`src/rtl/ps2_key_decoder.sv`:
```
// PS/2 Set-2 scan-code parser for the Tetris controls: tracks E0/F0/E1 prefixes,
// keeps a pressed-key bitmap and queues make/break events in a small FIFO.
module ps2_key_decoder #(
   parameter int TIMEOUT_BITS = 20,
   parameter int FIFO_AW      = 2
) (
   input  logic       clk,
   input  logic       rst,
   input  logic       ps2_rddata_valid,
   input  logic [7:0] ps2_rd_data,
   output logic       key_evt_valid,
   input  logic       key_evt_ready,
   output logic [2:0] key_evt_code,
   output logic       key_evt_make,
   output logic [7:0] key_state,
   output logic       key_ovf,
   input  logic       ovf_clr
);

   localparam int DEPTH = 1 << FIFO_AW;
   localparam logic [TIMEOUT_BITS-1:0] TO_ONES = {TIMEOUT_BITS{1'b1}};
   localparam logic [TIMEOUT_BITS-1:0] TO_ONE  = 1;
   localparam logic [FIFO_AW:0]        PTR_ONE = 1;

   typedef enum logic [2:0] {
      IDLE,
      EXT,
      BRK,
      EXT_BRK,
      SKIP
   } state_t;

   state_t                    state_q, state_d;
   logic [2:0]                skip_q, skip_d;
   logic [TIMEOUT_BITS-1:0]   to_cnt_q, to_cnt_d;
   logic [7:0]                key_state_q, key_state_d;
   logic                      key_ovf_q, key_ovf_d;
   logic [FIFO_AW:0]          wr_ptr_q, wr_ptr_d;
   logic [FIFO_AW:0]          rd_ptr_q, rd_ptr_d;
   logic [DEPTH-1:0][3:0]     mem_q, mem_d;

   logic       is_ext, is_brk;
   logic       dec_hit;
   logic [2:0] dec_code;
   logic       push;
   logic [3:0] push_data;
   logic       fifo_empty, fifo_full, pop, wr, drop;

   function automatic logic is_status(input logic [7:0] b);
      case (b)
         8'h00, 8'hAA, 8'hEE, 8'hFA, 8'hFC, 8'hFD, 8'hFE, 8'hFF: is_status = 1'b1;
         default:                                                 is_status = 1'b0;
      endcase
   endfunction

   // Returns {hit, code}; unprefixed arrow codes are keypad keys and stay unmapped.
   function automatic logic [3:0] decode(input logic [7:0] b, input logic ext);
      decode = 4'b0000;
      if (ext) begin
         case (b)
            8'h6B:   decode = {1'b1, 3'd0};
            8'h74:   decode = {1'b1, 3'd1};
            8'h72:   decode = {1'b1, 3'd2};
            8'h75:   decode = {1'b1, 3'd3};
            8'h5A:   decode = {1'b1, 3'd5};
            default: decode = 4'b0000;
         endcase
      end else begin
         case (b)
            8'h29:   decode = {1'b1, 3'd4};
            8'h5A:   decode = {1'b1, 3'd5};
            8'h76:   decode = {1'b1, 3'd6};
            8'h4D:   decode = {1'b1, 3'd7};
            default: decode = 4'b0000;
         endcase
      end
   endfunction

   always_comb begin
      state_d     = state_q;
      skip_d      = skip_q;
      to_cnt_d    = to_cnt_q;
      key_state_d = key_state_q;
      is_ext      = (state_q == EXT) || (state_q == EXT_BRK);
      is_brk      = (state_q == BRK) || (state_q == EXT_BRK);
      dec_hit     = 1'b0;
      dec_code    = 3'd0;
      push        = 1'b0;
      push_data   = 4'b0000;

      if (ps2_rddata_valid) begin
         if (state_q == SKIP) begin
            // Every byte of the pause sequence, including its second E1, is swallowed.
            skip_d = skip_q - 3'd1;
            if (skip_q <= 3'd1) begin
               state_d  = IDLE;
               skip_d   = 3'd0;
               to_cnt_d = '0;
            end else begin
               to_cnt_d = TO_ONES;
            end
         end else if (ps2_rd_data == 8'hE1) begin
            state_d  = SKIP;
            skip_d   = 3'd7;
            to_cnt_d = TO_ONES;
         end else if (ps2_rd_data == 8'hE0) begin
            state_d  = is_brk ? EXT_BRK : EXT;
            to_cnt_d = TO_ONES;
         end else if (ps2_rd_data == 8'hF0) begin
            state_d  = is_ext ? EXT_BRK : BRK;
            to_cnt_d = TO_ONES;
         end else if ((state_q == IDLE) && is_status(ps2_rd_data)) begin
            state_d = IDLE;
         end else begin
            {dec_hit, dec_code} = decode(ps2_rd_data, is_ext);
            state_d  = IDLE;
            to_cnt_d = '0;
         end
      end else if (state_q != IDLE) begin
         if (to_cnt_q <= TO_ONE) begin
            state_d  = IDLE;
            skip_d   = 3'd0;
            to_cnt_d = '0;
         end else begin
            to_cnt_d = to_cnt_q - TO_ONE;
         end
      end

      // Typematic repeats and releases of unpressed keys produce no event.
      if (dec_hit) begin
         if (!is_brk && !key_state_q[dec_code]) begin
            key_state_d[dec_code] = 1'b1;
            push      = 1'b1;
            push_data = {1'b1, dec_code};
         end else if (is_brk && key_state_q[dec_code]) begin
            key_state_d[dec_code] = 1'b0;
            push      = 1'b1;
            push_data = {1'b0, dec_code};
         end
      end
   end

   always_comb begin
      fifo_empty = (wr_ptr_q == rd_ptr_q);
      fifo_full  = (wr_ptr_q[FIFO_AW] != rd_ptr_q[FIFO_AW]) &&
                   (wr_ptr_q[FIFO_AW-1:0] == rd_ptr_q[FIFO_AW-1:0]);
      pop        = !fifo_empty && key_evt_ready;
      wr         = push && (!fifo_full || pop);
      drop       = push && fifo_full && !pop;
      mem_d      = mem_q;
      wr_ptr_d   = wr_ptr_q;
      rd_ptr_d   = rd_ptr_q;
      if (wr) begin
         mem_d[wr_ptr_q[FIFO_AW-1:0]] = push_data;
         wr_ptr_d = wr_ptr_q + PTR_ONE;
      end
      if (pop) begin
         rd_ptr_d = rd_ptr_q + PTR_ONE;
      end
      // A drop in the same cycle as a clear keeps the flag set.
      if (drop) begin
         key_ovf_d = 1'b1;
      end else if (ovf_clr) begin
         key_ovf_d = 1'b0;
      end else begin
         key_ovf_d = key_ovf_q;
      end
   end

   always_ff @(posedge clk) begin
      if (rst) begin
         state_q     <= IDLE;
         skip_q      <= 3'd0;
         to_cnt_q    <= '0;
         key_state_q <= 8'h00;
         key_ovf_q   <= 1'b0;
         wr_ptr_q    <= '0;
         rd_ptr_q    <= '0;
         mem_q       <= '0;
      end else begin
         state_q     <= state_d;
         skip_q      <= skip_d;
         to_cnt_q    <= to_cnt_d;
         key_state_q <= key_state_d;
         key_ovf_q   <= key_ovf_d;
         wr_ptr_q    <= wr_ptr_d;
         rd_ptr_q    <= rd_ptr_d;
         mem_q       <= mem_d;
      end
   end

   assign key_evt_valid = !fifo_empty;
   assign key_evt_code  = mem_q[rd_ptr_q[FIFO_AW-1:0]][2:0];
   assign key_evt_make  = mem_q[rd_ptr_q[FIFO_AW-1:0]][3];
   assign key_state     = key_state_q;
   assign key_ovf       = key_ovf_q;

endmodule
```
`config.mk`:
```
export PLATFORM = sky130hd
export DESIGN_NAME = ps2_key_decoder
export DESIGN_NICKNAME = d
export VERILOG_FILES = /design/src/rtl/ps2_key_decoder.sv
export SDC_FILE = /design/constraint.sdc
export NUM_CORES = 1
export LEC_CHECK = 0
export CAP_MARGIN = 20
export CORE_MARGIN = 2
export CORE_UTILIZATION = 50
export DETAILED_ROUTE_END_ITERATION = 7
export PLACE_DENSITY = 0.68
export SLEW_MARGIN = 20
export SYNTH_ARGS = -nofsm -noshare
export SYNTH_HDL_FRONTEND = slang
export SYNTH_SLANG_ARGS = --single-unit
```
`constraint.sdc`:
```
create_clock -name clk -period 5 [get_ports clk]
set_input_delay 0.5 -clock clk [delete_from_list [all_inputs] [get_ports clk]]
set_output_delay 0.5 -clock clk [all_outputs]
set_load 0.01 [all_outputs]
```
* Yosys cells after proc, flatten, opt, wreduce, memory -nomap -nowiden *
Index checks and enable logic that the tools add are counted.

word-level totals
  logic and storage cells = 146
  input bits = 13
  output and inout port bits = 14
  flip-flop bits (word level) = 57

cells by class
  reductions and logical operators = 30
  multiplexer cells = 63
  equality and inequality tests = 28
  order comparisons = 7
  add/subtract/negate cells = 4
  bitwise logic cells = 3

operators with widths
  operator                 number
  $mux W20                 9
  $eq A8 B8 Y1 const B     10
  $eq A8 B7 Y1 const B     7
  $mux W3                  17
  $le A20 B1 Y1 const B    1
  $mux W1                  20
  $mux W4                  5
  $pmux W4 S5              1
  $sub A20 B1 Y20 const B  1
  $bwmux W16               1
  $mux W8                  2
  $pmux W4 S4              1
  $logic_and A1 B1 Y1      10
  $and A8 B8 Y8            1
  $bmux W4 S2              1
  $demux W4 S2             1
  $eq A8 B6 Y1 const B     1
  $logic_not A8 Y1         1
  $not A8 Y8               1
  $or A8 B8 Y8             1
  $reduce_bool A2 Y1       4
  $reduce_or A8 Y1         1
  $add A3 B1 Y3 const B    2
  $eq A3 B2 Y1 const B     2
  other kinds (23)         34

* Depth between registers and ports, before layout *
Gate-level depths: netlist of the first run.

  depth in word-level cells = 24
  gate-level depth with buffers = 16
  depth with buffers taken out = 13

* Worst setup path after synthesis of the first run *
OpenSTA, ideal clock, no wires.

  kind = in2reg
  start = in ps2_rd_data[0]
  end = reg (tool-made name)
  path slack = 1.314 ns
  library setup time = 0.128 ns
  path buffers = 1
  stages = 13
  required time = 4.872 ns
  arrival = 3.559 ns
  cell sequence = nand2b_2 -> or4_1 -> a21oi_2 -> nor2_2 -> nor3b_4 -> buf_2 -> mux2_2 -> mux2i_1 -> ha_1 -> nor4b_2 -> nor3b_1 -> mux2i_1 -> nor2_1

RTL lines
  element          RTL line  text
  start, declared  10        input logic [7:0] ps2_rd_data,

==> metrics.md, run 1 <==
| Metric | Value |
|---|---|
| Status | `completed` |
| Top_reg_cell synth | `dfxtp_1` |
| Power per cell area | `about 370 nW/um^2` |
| Post-CTS Hold Buffers | `0` |
| Hold Fails Final Rpt | `0` |
| Critical Path AT | `between 4 and 5 ns` |
| TritonCTS clock tree | `done` |
| GRT Total Usage | `21.0%` |
| Setup slack, reg-to-reg | `around 1.2 ns` |
| Final Worst Setup Slack | `around 0.70 ns` |
| Worst path required time | `5.20 ns` |
| Detailed Route WL | `7480 um` |
| Worst slew margin | `34.8%` |
| Crit-path cells | `clkdlybuf4s50_1 > inv_1 > o311ai_0 > nor2_2 > nor3b_4 > mux2i_1 > mux2_2 > mux2i_1 > ha_1 > nor4b_2 > nor3b_1 > mux2i_1 > nor2_1` |
| Cells after Synth | `430` |
| Pre-CTS WS | `0.367 ns` |
| Period utilization | `about 86%` |
| Vias per cell | `5.83` |
| Post-synthesis sequential area ratio | `between 30% and 40%` |
| Synth warn | `0` |
| Yosys reg bits | `57` |
| Sequential cell area | `between 1000 and 1500 sq um` |
| Crit path launch | `ps2_rd_data[2]` |
| Top-Level Pins | `27` |
| DRC viols | `0` |
| DP HPWL | `between 5000 and 6000 um` |
| CTS Buf Count | `9` |
| Initial antenna violation count | `0` |
| Startpoint types | `input pin` |
| Stages on worst setup path | `13` |
| Peak Freq | `0.233 GHz` |
| Worst slew pin tran | `0.978 ns` |
| Clock buffer depth | `2` |
| Die Span Y | `86.4 um` |
| Area delta synth->final | `14.6%` |
| RR Startpoint | `state_q[2]` |
| Slowest stage delay, CP | `0.74 ns` |
| Antenna cells | `0` |
| Final Max Tran Viols | `0` |
| Worst Hold Launch | `key_ovf` |
| Initial core utilization | `50.9%` |
| Most used cell along the critical path | `mux2i_1` |
| Worst hold path type | `reg2reg` |
| Number of cells on the worst reg-to-reg path | `13` |
| Fin crit period | `roughly 4.3 ns` |
| CTS H-tree depth | `3` |
| Crit path max-delay cell type | `clkdlybuf4s50_1` |
| Max_cap viols | `0` |
| Setup TNS | `0 ns` |
| Multi-input logic area | `2100 sq um` |
| Post-CTS Setup Inserts | `0` |
| Core area | `6680 sq um` |
| Syn Std Cell Area | `3400 sq um` |
| Leakage power | `0.00143 uW` |
| Avg WL per Cell | `14.1 um` |
| Clk sink count | `57` |
| Routability cong. | `0.832` |
| Buffers on Ports | `26` |
| RSZ-0062 raised after global routing | `false` |
| DRT Pass-1 Iters | `6` |
| Nets | `468` |
| Cell family with the largest share of critical-path delay | `simple AND/OR/NAND/NOR gates` |
| Root Buffer | `clkbuf_8` |
| FILL cells | `632` |
| ANT nets after route | `0` |
| Layout cells sized above 1 | `9.35%` |
| Clk_skew | `0.0161 ns` |
| Crit path kind | `in2reg` |
| First-pass GRT wire length | `12,700 um` |
| Mapped Avg Cell Area | `7.90 sq um` |
| Number of global-route vias before repair | `2,732` |
| CP Capture Type | `flip-flop` |
| Async set-or-reset flop fraction in the synthesized netlist | `0%` |
| Overflow after GRT | `0` |
| Num rows | `30` |
| Peak supply drop | `just under 400 uV` |
| WP buf/inv | `2` |
| Final Setup Violations | `0` |
| Worst-Skew Late Latency | `between 0.3 and 0.4 ns` |
| Crit Path Max Fanout | `14` |
| Post-CTS Resized | `0` |
| Area share of the largest cell type after synthesis | `between 30% and 40%` |
| Pin count of the biggest net entering global routing | `60` |
| Post-synth EDFFs | `0` |
| Synth cell types | `54` |
| Clk pin slew, worst setup/hold paths | `0.07 ns` |
| Dominant cells by area after synthesis | `dfxtp_1 34%, o21ai_0 8.2%, nor2_1 6.3%` |
| Synth Net Count | `about 450` |
| DRT iter0 DRCs | `148` |
| Via count | `a little over 3k` |
| DIE AREA | `7470 sq um` |
| Die width | `86.4 um` |
| Cell taking the most area after synthesis | `dfxtp_1` |
## cell usage in the layout (no fill, tap or decap), types with 4 or more instances in the layout
| cell type | n |
|---|---|
| mux4_2 | 4 |
| dfxtp_1 | 57 |
| nor2_1 | 57 |
| nor3b_1 | 5 |
| o21ai_0 | 56 |
| ha_1 | 11 |
| clkbuf_8 | 9 |
| a21oi_1 | 37 |
| inv_1 | 10 |
| or3_1 | 4 |
| nand3b_1 | 22 |
| nand2_1 | 28 |
| xnor2_1 | 4 |
| nand3_1 | 9 |
| clkdlybuf4s50_1 | 25 |
| nand2b_1 | 5 |
| nor3_1 | 12 |
| and3b_1 | 4 |
| o22ai_1 | 4 |
| buf_4 | 4 |
| mux2i_1 | 13 |
| nor4_1 | 9 |
| and3_1 | 5 |
## logic make-up (layout without fill, tap and decap cells)
family	count (synthesis)	count (layout)	synth area share (%)
buf+inv	37	56	4.49
compound gates	116	116	19.0
flops	57	57	33.6
mux	20	20	7.58
xor+xnor	7	7	1.80
fa+ha+maj	11	11	4.05
simple gates	182	182	29.5
## synthesized netlist by cell type (all sizes together), types with 2 or more instances
cell type,instances
xnor2,4
nand2,29
o21ai,56
nor2,58
and3,5
xor2,3
nor3,12
a31oi,2
or2,3
a32oi,2
dfxtp,57
nand4,3
o31a,2
mux2,3
or3,4
nor3b,6
nand3b,22
mux2i,13
and3b,4
nand2b,6
nand3,10
mux4,4
nor2b,3
a21o,3
clkbuf,17
a21oi,38
o22ai,4
inv,10
nor4b,3
nor4,10
ha,11
a2bb2oi,2
buf,10
## metrics by stage
step | cell area (sq um) | std cells | utilization, % | power (uW) | hold WS, ns
CTS | 3890 | 529 | 58.3 | 1450 | 0.472
global placement | 3670 | 513 | 54.9 | 948 | 0.455
floorplan | 3400 | 430 | - | 876 | 0.444
detailed placement | 3670 | 513 | 54.9 | 960 | 0.464
global route | 3890 | 529 | 58.3 | 1540 | 0.491
finish | 3890 | 529 | 58.3 | 1440 | 0.468
## worst min-delay path by stage
stage / end / slack (ns) / cells past startpoint
2_1_floorplan: to_cnt_q[17] / 0.44 / 2
3_3_place_gp: to_cnt_q[12] / 0.45 / 2
3_5_place_dp: key_ovf / 0.46 / 2
4_1_cts: key_ovf / 0.47 / 2
5_1_grt: key_ovf / 0.49 / 2
6_report: key_ovf / 0.47 / 2
## report_power, final
part           switching, uW  internal, uW  total [uW]
sequential              32.9           490         523
clock                    206           285         491
combinational            268           160         428
total                    507           935        1440
## cell type report
| class | count | share of cell area [%] |
|---|---|---|
| Sequential cell | 57 | 29.3 |
| Clock buffer | 9 | 3.18 |
| Clock inverter | 7 | 2.63 |
| Timing Repair Buffer | 30 | 7.32 |
| Inverter | 10 | 0.964 |
| Multi-Input combinational cell | 336 | 54.0 |
| Tap cell | 80 | 2.57 |
## metal layers
metal  up-vias  track usage, %  wire length [um]
met3        13            4.48               236
met1      1442            27.1              3530
li1       1571               -                 -
met5         -               0                 0
met2        58            34.8              3600
met4         0            7.81               116
## worst min-delay path, delay by kind of cell, from the launching register on
kind            cells  cell delay, ns
flops               1            0.31
compound gates      1            0.05
simple gates        1            0.06
Power figures use the tool's default switching activity.
==> run 2, diff against run 1 <==
==> constraint.sdc (replaced) <==
create_clock -name clk -period 5.5 [get_ports clk]
set_input_delay 0.55 -clock clk [delete_from_list [all_inputs] [get_ports clk]]
set_output_delay 0.55 -clock clk [all_outputs]
set_load 0.01 [all_outputs]
==> metrics.md, run 2 (synthesis gave the netlist of run 1 again) <==
| Metric | Value |
|---|---|
| RR Startpoint | `state_q[2]` |
| Peak supply drop | `339 uV` |
| Worst slew pin tran | `around 1 ns` |
| DRT Pass-1 Iters | `4` |
| Post-CTS Hold Buffers | `0` |
| DRT iter0 DRCs | `245` |
| CP Capture Type | `flip-flop` |
| Avg WL per Cell | `around 14 um` |
| Via count | `about 3.1k` |
| Critical Path AT | `4.77 ns` |
| Power per cell area | `338 nW/um^2` |
| ANT nets after route | `0` |
| CTS Buf Count | `9` |
| Number of cells on the worst reg-to-reg path | `13` |
| Setup TNS | `0 ns` |
| Post-CTS Resized | `0` |
| Detailed Route WL | `7490 um` |
| Routability cong. | `0.797` |
| Top-Level Pins | `27` |
| Buffers on Ports | `26` |
| DIE AREA | `around 7500 sq um` |
| Number of global-route vias before repair | `roughly 2.9k` |
| Hold endpoint | `key_ovf` |
| Worst Hold Launch | `key_ovf` |
| TritonCTS clock tree | `done` |
| FILL cells | `621` |
| Clk_skew | `0.00719 ns` |
| Worst path required time | `5.72 ns` |
| Worst hold path type | `reg2reg` |
| Crit path launch | `ps2_rd_data[4]` |
| Vias per cell | `approximately 5.9` |
| DP HPWL | `just over 5000 um` |
| Root Buffer | `clkbuf_8` |
| Worst-Skew Late Latency | `0.34 ns` |
| Fin crit period | `4.55 ns` |
| Pin count of the biggest net entering global routing | `60` |
| Overflow after GRT | `0` |
| Final Max Tran Viols | `0` |
| Core area | `around 6700 sq um` |
| Peak Freq | `0.220 GHz` |
| CTS H-tree depth | `3` |
| Core Util, Final | `roughly 58%` |
| Crit path kind | `in2reg` |
| Nets | `467` |
| Area delta synth->final | `14.4%` |
| Antenna cells | `0` |
| DRC viols | `0` |
| Max_cap viols | `0` |
| Setup slack, reg-to-reg | `around 1.7 ns` |
| Clk pin slew, worst setup/hold paths | `0.07 ns` |
| Die width | `approximately 86 um` |
| Reg2Reg Capture Point | `mem_q[11]` |
| RSZ-0062 raised after global routing | `false` |
| Layout cells sized above 1 | `9.15%` |
| Clock buffer depth | `2` |
| Commonest non-fill, non-tap cells in the layout | `57 x nor2_1, 57 x dfxtp_1, 56 x o21ai_0, 37 x a21oi_1, 28 x nand2_1` |
| Final Setup Violations | `0` |
| Post-CTS Setup Inserts | `0` |
| GRT Total Usage | `21.4%` |
| First-pass GRT wire length | `13,100 um` |
| Hold Fails Final Rpt | `0` |
| Startpoint types | `input pin` |
| Clk sink count | `57` |
| Die Span Y | `86.4 um` |
| Num rows | `30` |
| Leakage power | `between 0.001 and 0.0015 uW` |
| Worst slew margin | `33.3%` |
| Period utilization | `82.8%` |
| Worst hold path depth | `2` |
| Initial antenna violation count | `0` |
| Crit Path Max Fanout | `14` |
| Initial core utilization | `50.9%` |
| WHS | `0.473 ns` |
| Status | `completed` |
-- run 2: changes by cell type in the layout (fill, tap and decap cells not counted), sizes merged --
cell,delta
clkinv,+2
inv,-1
clkinvlp,-1
buf,-1
-- run 2: layout make-up --
class	count	area [sq um]	share of cell area (%)
sequential	57	1140	29.3
clock inverter	7	104	2.67
inverter	10	37.5	0.965
timing repair buffer	29	278	7.14
tap	80	100	2.57
clock buffer	9	124	3.19
multi-input combinational	336	2100	54.1
-- run 2: critical path, stage by stage --
cell and delay (ns):
clkdlybuf4s50_1 0.71, nor2b_1 0.27, nand2_1 0.07, o311ai_0 0.53, nor2_2 0.20, nor3b_4 0.48
mux2i_1 0.13, mux2_2 0.28, mux2i_1 0.16, ha_1 0.33, nor4_4 0.51, nand2_1 0.30
nand3b_1 0.16, o21ai_0 0.09
-- run 2: routing by layer --
metal  up-vias  share of wire [%]  global-route usage [%]
met5         -                  0                       0
met4         0                1.8                    9.09
met2        70                 48                    35.0
met3        12                3.2                    3.24
met1      1456                 47                    28.2
li1       1577                  -                       -
-- run 2: how the worst max path moves through the flow --
stage | slack (ns) | depth (start not counted) | to
after detailed placement | 0.79 | 14 | mem_q[11]
after global placement | 0.91 | 14 | mem_q[8]
after global routing | 0.59 | 14 | mem_q[1]
after CTS | 1.05 | 14 | mem_q[11]
after floorplan | 1.76 | 13 | flip-flop
final | 0.95 | 14 | mem_q[11]
-- run 2: power breakdown --
group          total, uW  leakage (uW)  internal (uW)  switching, uW
Combinational        389      0.000857            145            244
Sequential           474      0.000461            445           29.2
Clock                451      0.000114            260            191
-- run 2: through the flow --
stage,std cells,total power [uW],setup WS (ns),area [sq um]
finish,528,1310,0.947,3890
global route,528,1400,0.592,3890
CTS,528,1320,1.05,3890
detailed placement,512,869,0.787,3660
global placement,512,863,0.913,3660
floorplan,430,797,1.76,3400
